==> src/rtl/min_stream_sched.sv <==
// Streaming minimum finder: walks a framed word stream through one compare-select per beat
// and presents the frame minimum, its first index and the beat count on a valid/ready port.
module min_stream_sched #(
   parameter int WIDTH = 32,
   parameter int IDX_W = 16
) (
   input  logic             clk,
   input  logic             rst_n,
   input  logic             abort,
   input  logic             in_valid,
   output logic             in_ready,
   input  logic [WIDTH-1:0] in_data,
   input  logic             in_last,
   output logic             out_valid,
   input  logic             out_ready,
   output logic [WIDTH-1:0] out_min,
   output logic [IDX_W-1:0] out_idx,
   output logic [IDX_W:0]   out_count,
   output logic             out_ovf
);

   typedef enum logic [1:0] {IDLE, ACCUM, HOLD} state_t;

   localparam logic [IDX_W:0] COUNT_MAX = {1'b1, {IDX_W{1'b0}}};
   localparam logic [IDX_W:0] COUNT_ONE = {{IDX_W{1'b0}}, 1'b1};

   state_t           state, state_nxt;
   logic [WIDTH-1:0] min_q, min_d;
   logic [IDX_W-1:0] idx_q, idx_d;
   logic [IDX_W:0]   count_q, count_d;
   logic             ovf_q, ovf_d;
   logic             valid_q, valid_d;
   logic             accept;
   logic             at_max;

   assign in_ready  = (state != HOLD) && !abort;
   assign accept    = in_valid && in_ready;
   assign at_max    = (count_q == COUNT_MAX);

   assign out_valid = valid_q;
   assign out_min   = min_q;
   assign out_idx   = idx_q;
   assign out_count = count_q;
   assign out_ovf   = ovf_q;

   always_ff @(posedge clk or negedge rst_n) begin
      if (!rst_n) begin
         state   <= IDLE;
         min_q   <= '0;
         idx_q   <= '0;
         count_q <= '0;
         ovf_q   <= 1'b0;
         valid_q <= 1'b0;
      end else begin
         state   <= state_nxt;
         min_q   <= min_d;
         idx_q   <= idx_d;
         count_q <= count_d;
         ovf_q   <= ovf_d;
         valid_q <= valid_d;
      end
   end

   // Abort wins over every handshake; result registers keep their last values.
   always_comb begin
      state_nxt = state;
      min_d     = min_q;
      idx_d     = idx_q;
      count_d   = count_q;
      ovf_d     = ovf_q;
      valid_d   = valid_q;
      if (abort) begin
         state_nxt = IDLE;
         valid_d   = 1'b0;
      end else begin
         case (state)
            IDLE: begin
               if (accept) begin
                  min_d     = in_data;
                  idx_d     = '0;
                  count_d   = COUNT_ONE;
                  ovf_d     = 1'b0;
                  state_nxt = in_last ? HOLD : ACCUM;
                  valid_d   = in_last;
               end
            end
            ACCUM: begin
               if (accept) begin
                  // Beats past the indexable range still compete for the minimum
                  // but leave the index at its last representable position.
                  if (in_data < min_q) begin
                     min_d = in_data;
                     if (!at_max) idx_d = count_q[IDX_W-1:0];
                  end
                  if (at_max) ovf_d = 1'b1;
                  else        count_d = count_q + 1'b1;
                  if (in_last) begin
                     state_nxt = HOLD;
                     valid_d   = 1'b1;
                  end
               end
            end
            HOLD: begin
               if (out_ready) begin
                  valid_d   = 1'b0;
                  state_nxt = IDLE;
               end
            end
            default: state_nxt = IDLE;
         endcase
      end
   end

endmodule

==> config.mk <==
export PLATFORM = sky130hd
export DESIGN_NAME = min_stream_sched
export DESIGN_NICKNAME = d
export VERILOG_FILES = /design/src/rtl/min_stream_sched.sv
export SDC_FILE = /design/constraint.sdc
export NUM_CORES = 1
export LEC_CHECK = 0
export BUFFER_PORTS_ARGS = -buffer_cell sky130_fd_sc_hd__buf_2
export CAP_MARGIN = 20
export CORE_AREA = 5 5 124 126
export DETAILED_ROUTE_END_ITERATION = 8
export DIE_AREA = 0 0 129 131
export GPL_ROUTABILITY_DRIVEN = 0
export MAX_ROUTING_LAYER = met4
export SLEW_MARGIN = 25
export SYNTH_ARGS = -nofsm -noshare
export SYNTH_HDL_FRONTEND = slang
export SYNTH_SLANG_ARGS = --single-unit
==> constraint.sdc <==
create_clock -name clk -period 5.34 [get_ports clk]
set_clock_uncertainty 0.2 [all_clocks]
set_input_delay 0.534 -clock clk [delete_from_list [all_inputs] [get_ports clk]]
set_output_delay 0.534 -clock clk [all_outputs]
set_load 0.02 [all_outputs]
# [Yosys cells after proc, flatten, opt, wreduce, memory -nomap -nowiden]
# Cells that the tools add are included.
# Widths: inputs -> output; s select.
[word_totals] regBits=69 latch_bits=0 ram_bits=0 rom_bits=0 input_bits=38 out_inout_bits=68 wordCells=64 n_memories=0
[op_classes] addsub=1 multipliers=0 div=0 n_lt_le_gt_ge=1 n_eq_ne=13 shifts=0 muxes=30 bitwise_logic=1 reduce_logical=12
[op_table] operator="$mux 32" count=3
[op_table] operator="$mux 16" count=4
[op_table] operator="$pmux 32 s2" count=1
[op_table] operator="$mux 17" count=3
[op_table] operator="$pmux 17 s2" count=1
[op_table] operator="$lt 32x32->1" count=1
[op_table] operator="$pmux 16 s2" count=1
[op_table] operator="$reduce_and 5->1" count=4
[op_table] operator="$add 17x1->17 const B" count=1
[op_table] operator="$eq 17x17->1 const B" count=1
[op_table] operator="$mux 2" count=6
[op_table] operator="$ne 2x2->1 const B" count=6
[op_table] operator="$ne 3x3->1 const B" count=4
[op_table] operator="$mux 1" count=8
[op_table] operator="$pmux 2 s3" count=1
[op_table] operator="$reduce_and 6->1" count=1
[op_table] operator="$reduce_and 4->1" count=1
[op_table] operator="$reduce_bool 4->1" count=1
[op_table] operator="$pmux 1 s3" count=1
[op_table] operator="$eq 2x1->1 const B" count=1
[op_table] operator="$eq 2x2->1 const B" count=1
[op_table] operator="$logic_and 1x1->1" count=2
[op_table] operator="$logic_not 2->1" count=1
[op_table] operator="$pmux 1 s2" count=1
[op_table] operator="3 further kinds" count=3

# [Longest topological paths before layout]
# Gate-level depths: netlist of run 1.
[depth] ltp_word=6 ltp_mapped=11 mapped_depth_nobuf=8

# [Worst setup path after synthesis of run 1]
# OpenSTA, ideal clock, no wires.
[synth_timing] path_kind="register -> register" start="reg min_q[30], in the netlist out_min[30]" end="reg idx_q[2], in the netlist out_idx[2]" setup_ns=0.122 t_arrival_ns=2.492 required_ns=5.018 slack_ns=2.526 path_stages_with_launch=11 path_buffers=2 synth_period_minus_slack_ns=2.814 path_cell_list="dfrtp_1 > inv_1 > ha_1 > nand4_1 > or4_4 > or2_4 > o22ai_4 > buf_6 > buf_12 > mux2i_1 > nand2_1"
[synth_via] elab_chain_cells=3
[synth_lines] element="start: declaration" line="28" rtl="logic [WIDTH-1:0] min_q, min_d;"
[synth_lines] element="start signal: assignment" line="56" rtl="min_q <= min_d;"
[synth_lines] element="$lt 32x32->1" line="91" rtl="if (in_data < min_q) begin"
[synth_lines] element="$ne 2x2->1 (no source line)"
[synth_lines] element="$reduce_and 6->1 (no source line)"
[synth_lines] element="end signal: assignment" line="57" rtl="idx_q <= idx_d;"
[synth_lines] element="end: declaration" line="29" rtl="logic [IDX_W-1:0] idx_q, idx_d;"
# Every way passes these cells.
# A chain may end at the register's enable or synchronous reset.

# [Final worst setup path of run 1]
[layout_timing] start="reg state[0]" end="reg idx_q[12], in the netlist out_idx[12]"
[layout_via] elab_chain_cells=5 elab_cells_between_ends=12 cone_classes="6 x eq/ne; 1 x mux; 5 x reduce/logical"
[layout_lines] element="start: declaration" line="27" rtl="state_t state, state_nxt;"
[layout_lines] element="start signal: assignment" line="55" rtl="state <= state_nxt;"
[layout_lines] element="$ne 2x2->1" line="36" rtl="assign in_ready = (state != HOLD) && !abort;"
[layout_lines] element="$logic_and 1x1->1" line="36"
[layout_lines] element="$logic_and 1x1->1" line="37" rtl="assign accept = in_valid && in_ready;"
[layout_lines] element="$ne 2x2->1 (no source line)"
[layout_lines] element="$reduce_and 6->1 (no source line)"
# Parallel ways exist; a longest one is shown, timed or not.

==> results of run 1 <==
worst register-to-register path, stage by stage, from the launching register on:
cell,delay (ns)
sky130_fd_sc_hd__dfrtp_1,0.37
sky130_fd_sc_hd__inv_1,0.07
sky130_fd_sc_hd__ha_1,0.25
sky130_fd_sc_hd__nor3b_2,0.46
sky130_fd_sc_hd__nor2b_4,0.82
sky130_fd_sc_hd__o21ai_1,0.34
sky130_fd_sc_hd__buf_4,0.32
sky130_fd_sc_hd__or4_1,0.50
sky130_fd_sc_hd__o211ai_1,0.11
metal layers:
metal / vias to the layer above / global-route usage / wire [um]
met5: - / - / 0
met4: 0 / 0.0741 / 384
met3: 32 / 0.0382 / 1020
met2: 162 / 0.265 / 6430
met1: 2381 / 0.230 / 6540
li1: 2437 / - / -
cell usage after synthesis (2+ instances only):
master                      count
sky130_fd_sc_hd__nand2_1      124
sky130_fd_sc_hd__dfrtp_1       69
sky130_fd_sc_hd__nor2_1        52
sky130_fd_sc_hd__a21oi_1       50
sky130_fd_sc_hd__o21ai_0       47
sky130_fd_sc_hd__inv_1         42
sky130_fd_sc_hd__nand3_1       42
sky130_fd_sc_hd__ha_1          36
sky130_fd_sc_hd__clkbuf_1      26
sky130_fd_sc_hd__o311ai_0      23
sky130_fd_sc_hd__o211ai_1      13
sky130_fd_sc_hd__or4_1         13
sky130_fd_sc_hd__buf_2         11
sky130_fd_sc_hd__o311ai_1       9
sky130_fd_sc_hd__nand4_1        8
sky130_fd_sc_hd__xor2_1         7
sky130_fd_sc_hd__nor4_1         5
sky130_fd_sc_hd__xnor2_1        5
sky130_fd_sc_hd__and2_1         4
sky130_fd_sc_hd__buf_6          4
sky130_fd_sc_hd__or3_1          4
sky130_fd_sc_hd__a221oi_1       3
sky130_fd_sc_hd__a22oi_1        3
sky130_fd_sc_hd__and4_1         3
sky130_fd_sc_hd__buf_1          3
sky130_fd_sc_hd__mux2i_1        3
sky130_fd_sc_hd__and3_1         2
sky130_fd_sc_hd__nand2b_1       2
sky130_fd_sc_hd__nor3_1         2
sky130_fd_sc_hd__nor4b_1        2
sky130_fd_sc_hd__o2111ai_1      2
where the power goes:
group	switching, mW	total (mW)	internal, mW	leakage [nW]
sequential	0.0547	0.665	0.610	0.886
clock	0.256	0.671	0.414	0.158
combinational	0.543	0.807	0.264	1.57
total	0.854	2.14	1.29	2.62
logic make-up after synthesis:
| group | after synthesis |
|---|---|
| AO/OA/AOI/OAI | 162 |
| XOR/XNOR | 12 |
| adder cells (fa/ha/maj) | 36 |
| buffers and inverters | 87 |
| flip-flops | 69 |
| multiplexers | 3 |
| AND/OR/NAND/NOR | 269 |
sequential cells by signal, summed over array words and instances, names as in the netlist:
signal and count:
state 2, out_count 17, out_idx 16, out_min 32
out_ovf 1, out_valid 1
area by class of cell:
type / instances / area (um^2)
tap: 184 / 230
inverter: 42 / 158
clock inverter: 6 / 95.1
fill: 1483 / 8290
timing repair buffer: 112 / 594
multi-input combinational: 482 / 2880
clock buffer: 10 / 229
sequential: 69 / 1730
worst max path at each step:
stage / from / end / slack, ns
6_report: state[0] / out_idx[12] / 1.82
3_5_place_dp: in_data[31] / out_min[13] / 1.73
2_1_floorplan: out_min[30] / out_idx[2] / 2.53
5_1_grt: state[0] / out_idx[10] / 1.52
4_1_cts: state[0] / out_idx[12] / 1.80
3_3_place_gp: in_data[30] / out_min[11] / 1.81
per-stage QoR:
step	power, mW	area, um^2	setup slack [ns]
6_report	2.14	5910	1.82
3_3_place_gp	1.46	5580	1.81
5_1_grt	2.30	5910	1.52
4_1_cts	2.17	5900	1.80
3_5_place_dp	1.48	5580	1.73
2_1_floorplan	1.23	4980	2.53
==> impl_metrics.yaml, run 1 <==
finish:
  mostFrequentLayoutCells: "124 x sky130_fd_sc_hd__nand2_1, 105 x sky130_fd_sc_hd__buf_2, 69 x sky130_fd_sc_hd__dfrtp_1"
  num-nets-final: 790
  final_core_util: 0.416
  final_non_filler_cells: 905
  area_delta_synth_final_pct: 18.7
  final_common_cell: "sky130_fd_sc_hd__nand2_1"
  num_antenna_cells: 0
  drive_above_1_share: 0.190
critical_path:
  regToRegStartpoint: "state[0]"
  crit_slowest_cell: "sky130_fd_sc_hd__nor2b_4"
  critical-path-max-stage-delay_ns: 0.82
  regToRegEndpoint: "out_idx[12]"
  end_kind: "register"
  r2r_slack_ns: 1.82
  worst_setup_path_start_kind: "register"
  worstSetupPathDepth: 8
  criticalPathCategory: "register to register"
  worst-r2r-cell-count: 8
  critPathRequiredTime_ns: 5.40
  crit_family: "simple AND/OR/NAND/NOR gates"
  critPathArrivalTime_ns: 3.58
  worst-path-max-fanout: 45
  worstPathCellList: "inv_1, ha_1, nor3b_2, nor2b_4, o21ai_1, buf_4, or4_1, o211ai_1"
  path_buf_inv: 2
drt:
  via_count: 5012
  drt_first_iter_violations: 353
  routed_wl_um: 14400
  final_antenna_net_count: 0
  detail_route.vias_per_cell: 5.54
  firstDrtPassIters: 5
  drt-wirelength-per-cell_um: 15.9
  post-route-drc-count: 0
floorplan:
  pin_count: 106
  num_rows: 44
  core_region_area_um2: 14200
  die_area_um2: 16900
  start_util: 0.351
  die_height_um: 131
  die_width_um: 129
synthesis:
  yosysWarningCount: 0
  synth-edff-count: 0
  seq_area_frac_synth: 0.347
  synth.top_cell.area_share: 0.347
  synth_async_sr_flop_share: 1.00
  synth-xor-area-share: 0.0211
  dominant_synthesized_flop_cell: "sky130_fd_sc_hd__dfrtp_1"
  syn_nets: 712
  synth.distinct_cells: 50
  synth.mux.area_fraction: 0.00603
  postSynthCellCount: 638
  syn_avg_cell_area_um2: 7.81
  synth-adder-area-share: 0.0905
  synthesis.area_um2: 4980
  ys_ff_latch: 69
  synth_simple_gate_area_share: 0.247
  combinational_family_with_the_most_area_after_synthesis: "simple AND/OR/NAND/NOR gates"
  synth.top_cells.by_area: "sky130_fd_sc_hd__dfrtp_1 35%, sky130_fd_sc_hd__nand2_1 9.3%, sky130_fd_sc_hd__ha_1 9.0%"
  synth_compound_area_frac: 0.211
  cell_type_with_the_highest_aggregate_area_in_the_netlist: "sky130_fd_sc_hd__dfrtp_1"
timing:
  timing.final.crit_share: 0.659
  period_needed_ns: 3.52
  tightest_slew_ns: 0.890
  whs_ns: 0.0993
  grt_setup_unrepaired: "no"
  timing_hold_violations_final: 0
  fmaxAchievable_mhz: 284
  timing.max_slew.rel_slack: 0.407
  finalSetupViolations: 0
  final_max_slew_viol_count: 0
  fin_setup_tns_ns: 0
global_route:
  pin_count_of_the_biggest_net_entering_global_routing: 81
  grt_util_overall: 0.176
  grt_first_pass_wirelength_um: 23300
  grt_antenna_before_repair: 0
  number_of_global_route_vias_before_repair: 4751
  grt.overflow.total: 0
flow_run:
  cap_viol_max_count: 0
clock_network:
  cts_hold_repair.buffers: 0
  clock_sink_count: 69
  cts_root_buf: "sky130_fd_sc_hd__clkbuf_16"
  cts_buffers: 9
  clk_pin_slew_ns: 0.06
  cts.path.max_buffers: 2
  cts_tree: "done"
  cts_htree_levels: 3
  cts.repair_timing.setup_buffer_count: 0
  cts_resized: 0
  insertion_delay_ns: 0.35
place:
  port_buffers: 105
  place_hpwl_um: 9790
  placed_instances: 889
power_and_ir_drop:
  power_density_nw_per_um2: 362
  worst_ir_drop_vdd_v: 0.000143
  power_leakage_nw: 2.62
min_path:
  min-delay-path-class: "input pin to asynchronous set/reset pin"
outcome:
  run_status: "finished clean"
Power figures use the tool's default switching activity.
==> inputs of run 2 (changes only) <==
ABC_AREA = 1   (was unset)
CORE_AREA = 5 5 116 118   (was 5 5 124 126)
DIE_AREA = 0 0 121 123   (was 0 0 129 131)
clock period = 3.3 ns   (was 5.34 ns; I/O delays follow)
==> run 2 against run 1 <==
Sequential cell count unchanged; critical endpoint is now out_min[28]; sequential power increased by 89%; sequential share of layout area increased by 3.7 points; die area decreased by 12%; highest routed layer unchanged; count of clock-buffer cells in the layout increased by 2.
==> impl_metrics.yaml, run 2 <==
outcome:
  run_status: "finished clean"
synthesis:
  cell_type_with_the_highest_aggregate_area_in_the_netlist: "sky130_fd_sc_hd__dfrtp_1"
  ys_ff_latch: 69
  synth.distinct_cells: 37
  syn_nets: 627
  synthesis.area_um2: 4340
  synth.mux.area_fraction: 0
  dominant_synthesized_flop_cell: "sky130_fd_sc_hd__dfrtp_1"
  synth-adder-area-share: 0.104
  syn_avg_cell_area_um2: 7.84
  synth_simple_gate_area_share: 0.319
  seq_area_frac_synth: 0.398
  synth.top_cells.by_area: "sky130_fd_sc_hd__dfrtp_1 40%, sky130_fd_sc_hd__nand2_1 15%, sky130_fd_sc_hd__ha_1 10%"
  ys_top_cells_by_count: "172 x sky130_fd_sc_hd__nand2_1, 82 x sky130_fd_sc_hd__inv_1, 69 x sky130_fd_sc_hd__dfrtp_1"
  combinational_family_with_the_most_area_after_synthesis: "simple AND/OR/NAND/NOR gates"
  postSynthCellCount: 553
  post-synth-top-count-cell: "sky130_fd_sc_hd__nand2_1"
  synth_compound_area_frac: 0.0551
  synth.top_cell.area_share: 0.398
  yosysWarningCount: 0
  synth_async_sr_flop_share: 1.00
  synth-edff-count: 0
  synth-xor-area-share: 0.0162
clock_network:
  clock_sink_count: 69
  cts_buffers: 9
  insertion_delay_ns: 0.33
  cts_root_buf: "sky130_fd_sc_hd__clkbuf_16"
  cts.path.max_buffers: 2
  clk_pin_slew_ns: 0.06
  cts_htree_levels: 3
  cts_tree: "done"
drt:
  final_antenna_net_count: 0
  firstDrtPassIters: 4
  post-route-drc-count: 0
  drt-wirelength-per-cell_um: 13.7
  detail_route.vias_per_cell: 4.75
  routed_wl_um: 11400
  via_count: 3939
  drt_first_iter_violations: 237
global_route:
  pin_count_of_the_biggest_net_entering_global_routing: 42
  grt_antenna_before_repair: 0
  grt.overflow.total: 0
  number_of_global_route_vias_before_repair: 4020
  grt_util_overall: 0.161
  grt_first_pass_wirelength_um: 18600
power_and_ir_drop:
  report.power.total_mw: 3.78
  worst_ir_drop_vdd_v: 0.000293
  power_leakage_nw: 2.98
  power_density_nw_per_um2: 721
timing:
  timing_hold_violations_final: 0
  timing.max_slew.rel_slack: 0.470
  final_max_slew_viol_count: 0
  finalSetupViolations: 0
  tightest_slew_ns: 0.795
  fmaxAchievable_mhz: 389
  period_needed_ns: 2.57
  grt_setup_unrepaired: "no"
  fin_setup_tns_ns: 0
  timing.final.crit_share: 0.778
  whs_ns: 0.0433
floorplan:
  die_height_um: 123
  die_area_um2: 14900
  start_util: 0.351
  die_width_um: 121
  num_rows: 41
  core_region_area_um2: 12400
  pin_count: 106
flow_run:
  cap_viol_max_count: 0
finish:
  num_antenna_cells: 0
  drive_above_1_share: 0.242
  area_delta_synth_final_pct: 21.0
  final_common_cell: "sky130_fd_sc_hd__nand2_1"
  max_ffs_per_register: 32
  num-nets-final: 729
  mostFrequentLayoutCells: "172 x sky130_fd_sc_hd__nand2_1, 105 x sky130_fd_sc_hd__buf_2, 82 x sky130_fd_sc_hd__inv_1"
  final_non_filler_cells: 830
critical_path:
  regToRegStartpoint: "out_min[5]"
  worst-path-max-fanout: 32
  worst_setup_path_start_kind: "register"
  criticalPathCategory: "register to register"
  critPathRequiredTime_ns: 3.32
  endpoint: "out_min[28]"
  end_kind: "register"
  r2r_slack_ns: 0.73
  timing_startpoint_of_the_critical_path: "out_min[5]"
  critPathArrivalTime_ns: 2.58
  worst-r2r-cell-count: 14
  regToRegEndpoint: "out_min[28]"
place:
  placed_instances: 815
  place_hpwl_um: 8440
  port_buffers: 105
min_path:
  holdCritStartpoint: "in_data[19]"
  min-delay-path-class: "input pin to register"
==> run 2: final cells by class <==
cell class / count / area [um^2]
fillers: 1250 / 7120
flip-flops and latches: 69 / 1730
multi-input cells: 378 / 2140
well taps: 172 / 215
clock buffers: 12 / 256
inverters: 86 / 324
clock inverters: 2 / 10.0
repair buffers: 111 / 573
==> run 2: logic make-up after synthesis <==
group / Yosys count
AO/OA/AOI/OAI: 42
XOR/XNOR: 8
adder cells (fa/ha/maj): 36
buffers and inverters: 106
flip-flops: 69
AND/OR/NAND/NOR: 292
==> run 2: repair_timing <==
action	4_1_cts	5_1_grt
gates resized for setup	0	0
hold endpoints to repair	31	0
setup buffers	0	0
hold buffers	1	0
==> run 2: report_power, final <==
| part | switching [mW] | leakage (nW) | total [mW] | internal, mW |
|---|---|---|---|---|
| clock network | 0.345 | 0.134 | 0.883 | 0.538 |
| logic | 1.10 | 1.93 | 1.64 | 0.544 |
| registers | 0.190 | 0.911 | 1.26 | 1.07 |
| total | 1.63 | 2.98 | 3.78 | 2.15 |
==> run 2: through the flow <==
stage                     setup WS, ns  instance area [um^2]   util
final                            0.732                  5250  0.424
after global routing             0.500                  5250  0.424
after CTS                        0.701                  5250  0.424
after detailed placement         0.645                  4970  0.402
after global placement           0.671                  4970  0.402
after floorplan                   1.23                  4340      -
==> run 2: worst max-delay path, cell delays in order (launching register included) <==
cell and delay (ns):
sky130_fd_sc_hd__dfrtp_1 0.35, sky130_fd_sc_hd__inv_1 0.05, sky130_fd_sc_hd__ha_1 0.28, sky130_fd_sc_hd__a21oi_1 0.14, sky130_fd_sc_hd__nor2_1 0.05, sky130_fd_sc_hd__nor3_1 0.13
sky130_fd_sc_hd__nand2_1 0.10, sky130_fd_sc_hd__nand2_1 0.07, sky130_fd_sc_hd__nand2_1 0.06, sky130_fd_sc_hd__nand2_1 0.08, sky130_fd_sc_hd__nand2_2 0.06, sky130_fd_sc_hd__nand2_4 0.19
sky130_fd_sc_hd__nand2_2 0.43, sky130_fd_sc_hd__nand2_1 0.18, sky130_fd_sc_hd__nand2_1 0.07
==> run 2: worst min-delay path by stage <==
stage | endpoint | depth (start not counted) | slack [ns]
after floorplan | out_count[0] | 0 | -0.17
after global placement | out_idx[3] | 2 | 0.25
after detailed placement | out_idx[2] | 2 | 0.26
after CTS | out_min[18] | 3 | 0.03
after global routing | out_min[19] | 3 | 0.04
final | out_min[19] | 3 | 0.04
==> run 2: metal layers <==
metal  wire length (um)  GRT usage  vias up
met4                168     0.0382        0
li1                   -          -     1983
met1               4890      0.188     1814
met5                  0          -        -
met3                791     0.0485       15
met2               5520      0.275      127
==> inputs of run 3 (changes only) <==
clock period = 2.2 ns   (was 3.3 ns; I/O delays follow)
==> run 3 against run 2 <==
The flow now finishes with violations (negative setup slack); register-to-register slack worse by 0.73 ns; global-route usage is 0.66 points higher; core utilization is 9.1 points higher; die area stayed put; largest cell class unchanged; largest power group unchanged.
==> impl_metrics.yaml, run 3 (synthesis gave the netlist of run 2 again) <==
floorplan:
  start_util: 0.351
  num_rows: 41
  die_width_um: 121
  pin_count: 106
  core_region_area_um2: 12400
  die_area_um2: 14900
  die_height_um: 123
power_and_ir_drop:
  power_leakage_nw: 3.41
  power_density_nw_per_um2: 1090
  p_int_mw: 4.04
  combPwrFrac: 0.499
  switching_share: 0.420
  power_frac_clock: 0.230
  report.power.total_mw: 6.96
  worst_ir_drop_vdd_v: 0.000381
  p_seq_frac: 0.272
  switching_power_mw: 2.92
place:
  port_buffers: 105
  pre_cts_ws_ns: -0.0365
  place_hpwl_um: 8460
timing:
  timing.final.crit_share: 1.00
  fmaxAchievable_mhz: 454
  period_needed_ns: 2.20
  whs_ns: 0.0282
  grt_setup_unrepaired: "yes"
  finalSetupViolations: 1
  tightest_slew_ns: 0.398
  final_max_slew_viol_count: 0
  timing_hold_violations_final: 0
  postLayoutSetupSlackWorst_ns: -0.000864
  timing.max_slew.rel_slack: 0.732
critical_path:
  worst_setup_path_start_kind: "register"
  critPathRequiredTime_ns: 2.23
  crit_slowest_cell: "sky130_fd_sc_hd__dfrtp_1"
  worstPathCellList: "inv_1, ha_1, nand2_2, nor2_2, nand4_1, nor2_1, nand2_1, nand2_2, nand2_8, buf_12, clkbuf_16, nand3_2, nand2_1"
  end_kind: "register"
  critPathArrivalTime_ns: 2.23
  criticalPathCategory: "register to register"
  critical-path-max-stage-delay_ns: 0.39
  worst-path-max-fanout: 8
outcome:
  violations_in_the_final_reports: "negative setup slack"
  run_status: "finished with violations"
clock_network:
  clock_sink_count: 69
  cts_tree: "done"
  cts_root_buf: "sky130_fd_sc_hd__clkbuf_16"
  insertion_delay_ns: 0.34
  cts_buffers: 9
  cts_htree_levels: 3
  clk_pin_slew_ns: 0.06
  cts.path.max_buffers: 2
finish:
  mostFrequentLayoutCells: "137 x sky130_fd_sc_hd__nand2_1, 102 x sky130_fd_sc_hd__buf_2, 77 x sky130_fd_sc_hd__inv_1"
  final_core_util: 0.516
  drive_above_1_share: 0.358
  final_common_cell: "sky130_fd_sc_hd__nand2_1"
  max_ffs_per_register: 32
  num-nets-final: 795
  num_antenna_cells: 0
  area_delta_synth_final_pct: 47.1
drt:
  routed_wl_um: 13000
  firstDrtPassIters: 4
  final_antenna_net_count: 0
  post-route-drc-count: 0
  detail_route.vias_per_cell: 4.80
  via_count: 4311
  drt-wirelength-per-cell_um: 14.5
  drt_first_iter_violations: 283
global_route:
  grt_util_overall: 0.168
  grt_first_pass_wirelength_um: 19500
  grt_antenna_before_repair: 0
  pin_count_of_the_biggest_net_entering_global_routing: 70
  number_of_global_route_vias_before_repair: 4190
  grt.overflow.total: 0
flow_run:
  cap_viol_max_count: 0
min_path:
  min-delay-path-class: "input pin to register"
run 3: cell count changes in the layout (fill, tap and decap cells not counted), moves of 6 or more:
cell                            previous run  this run
sky130_fd_sc_hd__buf_12                    0         7
sky130_fd_sc_hd__buf_4                     5        25
sky130_fd_sc_hd__clkbuf_16                 9        15
sky130_fd_sc_hd__dlygate4sd3_1             1        33
sky130_fd_sc_hd__nand2_1                 172       137
sky130_fd_sc_hd__nand2_2                   6        37
sky130_fd_sc_hd__nand3_1                  49        39
sky130_fd_sc_hd__nand3_2                  18        28
run 3: worst max-delay path, delay by kind of cell, from the launching register on:
kind | cells | cell delay (ns)
fa+ha+maj | 1 | 0.31
buf+inv | 3 | 0.38
flops | 1 | 0.39
simple gates | 9 | 0.79
run 3: area by class of cell:
type	count	area, um^2
Timing Repair Buffer	176	1350
Clock inverter	7	98.8
Multi-Input combinational cell	379	2430
Sequential cell	69	1730
Fill cell	1175	5980
Tap cell	172	215
Clock buffer	9	225
Inverter	86	324
run 3: layer usage:
layer,routed length (um),up-vias,track usage
li1,-,2116,-
met1,5440,2035,0.200
met2,6490,140,0.286
met3,827,20,0.0412
met4,242,0,0.0467
met5,0,-,-
run 3: through the flow:
stage               area, um^2  instances    TNS, ns
floorplan                 4340        553          0
detailed placement        5150        831     -0.560
global placement          5150        831          0
CTS                       5820        881          0
finish                    6380        898  -0.000864
global route              6380        898      -6.07
run 3: worst paths after layout:
kind                             startpoint      endpoint  slack (ns)  cells after the start
min in group asynchronous             rst_n   out_min[19]        0.24                      3
worst max-delay path            out_min[23]   out_idx[11]     -0.0009                     13
worst min-delay path                in_last      state[1]        0.03                      3
worst min register to register  out_idx[15]   out_idx[15]        0.28                      2
max in group asynchronous             rst_n  out_count[1]        1.21                      3
worst max register to register  out_min[23]   out_idx[11]     -0.0009                     13
run 3: power by group through the flow:
stage / combinational [mW] / sequential (mW) / clock [mW]
after floorplan: 1.45 / 2.23 / 0
after global placement: 2.65 / 1.86 / 0
after detailed placement: 2.70 / 1.88 / 0
after CTS: 2.76 / 1.86 / 1.64
after global routing: 3.83 / 1.93 / 1.70
final: 3.47 / 1.89 / 1.60
run 3: repair_timing:
action,in CTS,in global routing
resized for setup,1,77
hold endpoints to repair,101,0
buffers inserted,1,12
gates cloned,0,8
hold buffers,33,0
pin swaps,0,25
setup endpoints to repair,47,51
